$ cat src/rtl/aes_link_pkg.sv
// Shared types and sizing helpers for the AES chip link engine.
package aes_link_pkg;

  typedef enum logic [1:0] {IDLE, TX_HI, TX_LO, WAIT_RX} state_t;

  localparam int TX_BYTES = 32;
  localparam int RX_BYTES = 16;
  localparam int STB      = 8;

  function automatic int calc_div(input int clk_freq, input int tx_freq);
    return clk_freq / tx_freq;
  endfunction

  function automatic int cnt_w(input int n);
    return (n < 2) ? 1 : $clog2(n);
  endfunction

endpackage

$ cat src/rtl/aes_link_tick.sv
// Link tick divider: counts 0..DIV-1, tick on the last count, held at 0 while clr.
module aes_link_tick
  import aes_link_pkg::*;
#(
  parameter int DIV = 10
) (
  input  logic clk,
  input  logic rst_n,
  input  logic clr,
  output logic tick
);

  localparam int W = cnt_w(DIV);

  logic [W-1:0] cnt;

  assign tick = (cnt == W'(DIV - 1));

  always_ff @(posedge clk or negedge rst_n) begin
    if (!rst_n)           cnt <= '0;
    else if (clr || tick) cnt <= '0;
    else                  cnt <= cnt + W'(1);
  end

endmodule

$ cat src/rtl/aes_chip_link.sv
// Link engine: streams {key,text} to the AES chip as strobed bytes, then
// collects a 16-byte result, with a tick-based timeout between result bytes.
module aes_chip_link
  import aes_link_pkg::*;
#(
  parameter int CLK_FREQ      = 50_000_000,
  parameter int AES_TX_FREQ   = 50_000,
  parameter int TIMEOUT_TICKS = 1024
) (
  input  logic         clk,
  input  logic         rst_n,
  input  logic         start,
  input  logic [127:0] key,
  input  logic [127:0] text,
  output logic         busy,
  output logic         done,
  output logic         timeout,
  output logic [127:0] result,
  output logic [8:0]   aes_tx,
  input  logic [8:0]   aes_rx
);

  localparam int DIV  = calc_div(CLK_FREQ, AES_TX_FREQ);
  localparam int TO_W = cnt_w(TIMEOUT_TICKS + 1);
  localparam int TX_W = cnt_w(TX_BYTES);
  localparam int RX_W = cnt_w(RX_BYTES);

  generate
    if (DIV < 2) begin : g_bad_div
      $error("aes_chip_link: CLK_FREQ/AES_TX_FREQ must be at least 2");
    end
  endgenerate

  state_t          state;
  logic [255:0]    shreg;
  logic [TX_W-1:0] tx_cnt;
  logic [RX_W-1:0] rx_cnt;
  logic [TO_W-1:0] to_cnt;
  logic [127:0]    acc;
  logic [8:0]      rx_s1, rx_s2;
  logic            rx_stb_d;
  logic            rx_edge;
  logic            tick;

  assign busy    = (state != IDLE);
  assign rx_edge = rx_s2[STB] & ~rx_stb_d;

  // Divider held cleared in IDLE so every frame starts on a fresh tick phase.
  aes_link_tick #(.DIV(DIV)) u_tick (
    .clk   (clk),
    .rst_n (rst_n),
    .clr   (state == IDLE),
    .tick  (tick)
  );

  always_ff @(posedge clk or negedge rst_n) begin
    if (!rst_n) begin
      rx_s1    <= '0;
      rx_s2    <= '0;
      rx_stb_d <= 1'b0;
    end else begin
      rx_s1    <= aes_rx;
      rx_s2    <= rx_s1;
      rx_stb_d <= rx_s2[STB];
    end
  end

  always_ff @(posedge clk or negedge rst_n) begin
    if (!rst_n) begin
      state   <= IDLE;
      shreg   <= '0;
      tx_cnt  <= '0;
      rx_cnt  <= '0;
      to_cnt  <= '0;
      acc     <= '0;
      result  <= '0;
      aes_tx  <= '0;
      done    <= 1'b0;
      timeout <= 1'b0;
    end else begin
      done    <= 1'b0;
      timeout <= 1'b0;
      case (state)
        IDLE: if (start) begin
          shreg  <= {key, text};
          tx_cnt <= '0;
          aes_tx <= {1'b1, key[127:120]};
          state  <= TX_HI;
        end
        TX_HI: if (tick) begin
          aes_tx[STB] <= 1'b0;
          state       <= TX_LO;
        end
        TX_LO: if (tick) begin
          if (tx_cnt == TX_W'(TX_BYTES - 1)) begin
            aes_tx <= '0;
            rx_cnt <= '0;
            to_cnt <= '0;
            acc    <= '0;
            state  <= WAIT_RX;
          end else begin
            shreg  <= shreg << 8;
            tx_cnt <= tx_cnt + TX_W'(1);
            aes_tx <= {1'b1, shreg[247:240]};
            state  <= TX_HI;
          end
        end
        WAIT_RX: begin
          // A captured byte takes priority over a coincident timeout tick.
          if (rx_edge) begin
            acc    <= {acc[119:0], rx_s2[7:0]};
            rx_cnt <= rx_cnt + RX_W'(1);
            to_cnt <= '0;
            if (rx_cnt == RX_W'(RX_BYTES - 1)) begin
              result <= {acc[119:0], rx_s2[7:0]};
              done   <= 1'b1;
              state  <= IDLE;
            end
          end else if (tick) begin
            to_cnt <= to_cnt + TO_W'(1);
            if (to_cnt == TO_W'(TIMEOUT_TICKS - 1)) begin
              timeout <= 1'b1;
              state   <= IDLE;
            end
          end
        end
        default: state <= IDLE;
      endcase
    end
  end

endmodule
$ cat config.mk
export PLATFORM = sky130hd
export DESIGN_NAME = aes_chip_link
export DESIGN_NICKNAME = d
export VERILOG_FILES = /design/src/rtl/aes_link_pkg.sv /design/src/rtl/aes_link_tick.sv /design/src/rtl/aes_chip_link.sv
export SDC_FILE = /design/constraint.sdc
export NUM_CORES = 1
export LEC_CHECK = 0
export ABC_AREA = 1
export CAP_MARGIN = 30
export CORE_MARGIN = 2
export CORE_UTILIZATION = 57
export CTS_CLUSTER_DIAMETER = 40
export CTS_CLUSTER_SIZE = 25
export DETAILED_ROUTE_END_ITERATION = 8
export PLACE_DENSITY = 0.95
export SLEW_MARGIN = 20
export SYNTH_ARGS = -nofsm -noshare
export SYNTH_HDL_FRONTEND = slang
export SYNTH_SLANG_ARGS = --single-unit
$ cat constraint.sdc
create_clock -name clk -period 3.8 [get_ports clk]
set_clock_uncertainty 0.2 [all_clocks]
set_input_delay 0.76 -clock clk [delete_from_list [all_inputs] [get_ports clk]]
set_output_delay 0.76 -clock clk [all_outputs]
set_load 0.05 [all_outputs]
=== After elaboration in Yosys (flattened, before gate mapping) ===
Index checks and enable logic that the tools add are counted.

* Input port bits: 268
* Bits in registers: 558

* Bitwise operators: 2
* Equality and inequality tests: 16
* Add/sub/neg operators: 4
* Reduce and logical (&&, ||, !) cells: 13
* Multiplexer cells: 44

{| class="wikitable"
|+ Operator list
! kind !! count
|-
| 2-to-1 mux 248 bit || 3
|-
| case mux 248 bit (2 select lines) || 1
|-
| 2-to-1 mux 120 bit || 3
|-
| case mux 120 bit (2 select lines) || 1
|-
| 2-to-1 mux 11 bit || 4
|-
| 2-to-1 mux 9 bit || 3
|-
| case mux 11 bit (2 select lines) || 1
|-
| 2-to-1 mux 2 bit || 8
|-
| case mux 8 bit (2 select lines) || 1
|-
| AND reduction 4 bit || 4
|-
| 2-to-1 mux 5 bit || 3
|-
| 2-to-1 mux 4 bit || 3
|-
| adder 11 x 1 -> 11 bit (second input constant) || 1
|-
| == test 11 x 10 -> 1 bit (second input constant) || 1
|-
| adder 10 x 1 -> 10 bit (second input constant) || 1
|-
| == test 10 bit (second input constant) || 1
|-
| 2-to-1 mux 10 bit || 1
|-
| case mux 5 bit (2 select lines) || 1
|-
| 2-to-1 mux 1 bit || 8
|-
| != test 2 bit (second input constant) || 4
|-
| case mux 2 bit (4 select lines) || 1
|-
| case mux 4 bit (2 select lines) || 1
|-
| != test 3 bit (second input constant) || 2
|-
| AND reduction 3 bit || 2
|-
| 16 further kinds || 20
|}

=== Depth between registers and ports, before layout ===
* Depth in word-level cells: 5
* Gate-level depth with buffers: 12

=== Hierarchy ===
From an unflattened synthesis, not the netlist that was laid out.

* Cells, all modules: 2601
* Area total of the unflattened synthesis: 23889.2 µm²

{| class="wikitable"
|+ By module, submodules not included
! module !! times used !! seq. area each (µm²) !! cells each !! area each (µm²)
|-
| aes_chip_link || 1 || 13713.2 || 2530 || 23342.4
|-
| aes_link_tick || 1 || 250.2 || 71 || 546.8
|}

=== Worst setup path before layout ===
OpenSTA, ideal clock, no wires.

* Kind: register -> register
* From: reg tx_cnt[0]
* To: reg shreg[220]
* Setup time: 122 ps
* Setup slack: 1737 ps
* Cell stages (with the launch flop): 12
* Period minus slack after synthesis: 2063 ps
* Arrival time: 1742 ps
* Path buffers: 3
* Cells stage by stage: dfrtp_1 -> ha_1 -> nand2_1 -> nor2_1 -> ha_1 -> a21oi_1 -> nand3_2 -> buf_6 -> buf_6 -> buf_4 -> nand2_1 -> o21ai_2

* Word-level cells in the longest chain between the ends: 3

{| class="wikitable"
|+ Ends and longest elaborated chain
! what !! RTL line !! source
|-
| from (decl) || aes_chip_link.sv:36 || <nowiki>logic [TX_W-1:0] tx_cnt;</nowiki>
|-
| from (signal assigned) || aes_chip_link.sv:103 || <nowiki>tx_cnt <= tx_cnt + TX_W'(1);</nowiki>
|-
| == test 5 bit || aes_chip_link.sv:95 || <nowiki>if (tx_cnt == TX_W'(TX_BYTES - 1)) begin</nowiki>
|-
| != test 2 bit (no source line) || - ||
|-
| AND reduction 4 bit (no source line) || - ||
|-
| to (signal assigned) || aes_chip_link.sv:85 || <nowiki>shreg <= {key, text};</nowiki>
|-
| to (signal assigned) || aes_chip_link.sv:102 || <nowiki>shreg <= shreg << 8;</nowiki>
|-
| to (decl) || aes_chip_link.sv:35 || <nowiki>logic [255:0] shreg;</nowiki>
|}

No other way between the ends.
A chain may end at the register's enable or synchronous reset.

=== Worst setup path in the final report ===
* From: reg state[1]
* To: out busy

* Word-level cells in the longest chain between the ends: 1

{| class="wikitable"
|+ Ends and longest elaborated chain
! what !! RTL line !! source
|-
| from (decl) || aes_chip_link.sv:34 || <nowiki>state_t state;</nowiki>
|-
| from (signal assigned) || aes_chip_link.sv:70 || <nowiki>state <= IDLE;</nowiki>
|-
| from (signal assigned) || aes_chip_link.sv:88 || <nowiki>state <= TX_HI;</nowiki>
|-
| from (signal assigned) || aes_chip_link.sv:92 || <nowiki>state <= TX_LO;</nowiki>
|-
| nonzero test 2 bit || aes_chip_link.sv:45 || <nowiki>assign busy = (state != IDLE);</nowiki>
|-
| to (decl) || aes_chip_link.sv:15 || <nowiki>output logic busy,</nowiki>
|}

No other way between the ends.

==> results.toml <==
[logic_synthesis]
synth-main-ff-cell = "dfrtp_1"
async_flop_share_pct = 100
seq_area_frac_synth_pct = 58.3
yosysWarnings = 0
syn_avg_cell_area_um2 = 10.5
syn_inst = 2290
synth_nets = 2563
synthesis.area_um2 = 23900
synth_cell_types = 36
ys_ff_latch = 558
synth_edf_count = 0

[finish]
drive_above_1_share_pct = 14.0
instances_no_fill = 3281
final_common_cell = "nand2_1"
mostFrequentLayoutCells = "751 x nand2_1, 558 x dfrtp_1, 406 x clkdlybuf4s50_1, 240 x mux2i_1, 180 x o21ai_2"
area_delta_synth_final_pct = 29.2
antenna_cells = 0
nets = 2954

[detailed_routing]
detail_route.iter0.violations = 1566
drt.antenna.violating_nets = 0
route.detailed.drc = 0
first_pass_iters = 7
vias = 18572
avgRoutedWirePerCell_um = 19.7
vias_per_cell = 5.66
finalWirelength_mm = 64.6

[run_status]
status = "finished, final reports clean"

[placed_design]
placedCellCount = 3140
port_buffers = 407
place.gp.congestion = 0.878
post-dp-hpwl_mm = 41.7

[floorplanning]
rows = 75
die_h_um = 209
die_x_um = 209
pin_count = 408
die_area_um2 = 43700
core-area_um2 = 41700
start_util_pct = 57.5

[global_route]
track_usage_pct = 29.8
grt_pass1_wl_mm = 103
grt-ovfl-total = 0
grt_pass1_vias = 19646
grt_start_max_net_pins = 147
grt_antenna_before_repair = 0

[power]
p_comb_share_pct = 3.9
pwr_density_cell_nw_per_um2 = 444
seq_power_share_pct = 43.4
switchingPower_w = 0.00314
netSwitchingFraction_pct = 22.9
intPower_w = 0.0106
p_clk_share_pct = 52.7
vdd_drop_max_v = 0.000361
power_w = 0.0137
leakagePower_nw = 15.8

[clocking]
root_buffer = "clkbuf_16"
clk_path_buf_depth = 3
cts_tree = "yes"
clk_pin_slew_worst_paths_ps = 60
htreeDepth = 3
clkSinkCount = 558
clock_latency_ps = 610
cts_made_buffers = 77

[sta]
relSlewSlack_pct = 17.7
final_hold_viol_count = 0
worst_pin_slew_ps = 1230
setup_tns_ps = 0
setup_viol = 0
fin_crit_ps = 3110
rsz0062_at_grt = "no"
slew_violations = 0
finalCritPeriodShare_pct = 81.8
fmaxAchievable_mhz = 322

[worst_setup_path]
setup.worst_path.end_class = "output pin"
crit_arrival_ps = 2150
worst_setup_path_start_kind = "flop"
path_max_fanout = 6
crit_type = "flop to output pin"
cp.required_ps = 2840

[worst_hold_path]
hold_class = "flop to flop"

[job]
max_cap_violations = 0
==> power by group through the flow <==
stage / logic (W) / registers [W] / clock network, W
3_5_place_dp: 0.000544 / 0.00606 / 0
4_1_cts: 0.000553 / 0.00596 / 0.00733
3_3_place_gp: 0.000528 / 0.00606 / 0
6_report: 0.000542 / 0.00596 / 0.00724
5_1_grt: 0.000593 / 0.00595 / 0.00760
2_1_floorplan: 0.0000987 / 0.00606 / 0
==> path summary, 6_finish.rpt <==
kind,start,to,slack [ps],cells after the start
worst max-delay path,state[1],busy,690,3
worst min-delay path,rx_s1[7],rx_s2[7],150,0
worst max register to register,tx_cnt[0],shreg[217],960,10
worst min register to register,rx_s1[7],rx_s2[7],150,0
max in group asynchronous,rst_n,shreg[79],1860,3
min in group asynchronous,rst_n,aes_tx[5],560,2
==> worst max-delay path: stages (launching register included) <==
cell             delay [ps]
dfrtp_1                 550
inv_2                    60
nand2_2                 120
clkdlybuf4s50_1         820
==> per-layer routing <==
layer	wire length, um	vias to the layer above	track usage, %
li1	-	8372	-
met1	24200	9091	34.8
met2	31700	872	50.0
met3	4780	237	7.27
met4	3940	0	18.0
met5	0	-	0
==> sequential cells by signal (all words and copies together), names as in the netlist <==
register / flops
acc: 120
aes_tx: 9
done: 1
result: 128
rx_cnt: 4
rx_s1: 9
rx_s2: 9
rx_stb_d: 1
shreg: 248
state: 2
timeout: 1
to_cnt: 11
tx_cnt: 5
u_tick.cnt: 10
==> cell type report <==
class	instances	area (um^2)
clock buffers	87	2020
clock inverters	53	592
fillers	2534	10700
inverters	68	258
multi-input cells	1526	8780
flip-flops and latches	558	14000
well taps	539	674
repair buffers	450	4660
==> logic make-up after synthesis <==
| logic type | count (synthesis) | share of synthesized area, % |
|---|---|---|
| AOI/OAI and AO/OA | 448 | 12.4 |
| xor gates and xnor gates | 7 | 0.256 |
| muxes | 240 | 10.0 |
| and+or+nand+nor | 826 | 13.6 |
| DFF | 558 | 58.3 |
| buffers and inverters | 206 | 5.18 |
| adders and majority gates | 5 | 0.261 |
==> what timing repair did <==
action / 4_1_cts / 5_1_grt
hold buffers: 1 / 0
buffers inserted: 0 / 0
gates resized for setup: 0 / 0
hold endpoints to repair: 16 / 0
==> synthesized netlist by cell type, types with 4 or more instances <==
master | n | area share, %
a21oi_1 | 5 | 0.10
a22oi_1 | 8 | 0.25
buf_2 | 50 | 1.0
buf_6 | 52 | 2.4
clkbuf_1 | 32 | 0.50
dfrtp_1 | 558 | 58
ha_1 | 5 | 0.26
inv_1 | 61 | 0.96
inv_2 | 6 | 0.094
mux2i_1 | 240 | 10
nand2_1 | 751 | 12
nand2_2 | 4 | 0.10
nand3_1 | 18 | 0.38
nand4_1 | 12 | 0.31
nor2_1 | 20 | 0.31
nor2_2 | 4 | 0.10
nor3_1 | 4 | 0.084
o21ai_0 | 169 | 3.5
o21ai_1 | 80 | 1.7
o21ai_2 | 180 | 6.6
xor2_1 | 6 | 0.22
==> stage by stage <==
step	utilization, %	setup slack [ps]	area [um^2]	hold slack, ps
3_3_place_gp	67.9	973	28300	134
4_1_cts	74.3	672	31000	149
6_report	74.3	692	31000	147
2_1_floorplan	-	1740	23900	131
3_5_place_dp	68.0	882	28300	135
5_1_grt	74.3	624	31000	157
Power figures use the tool's default switching activity.
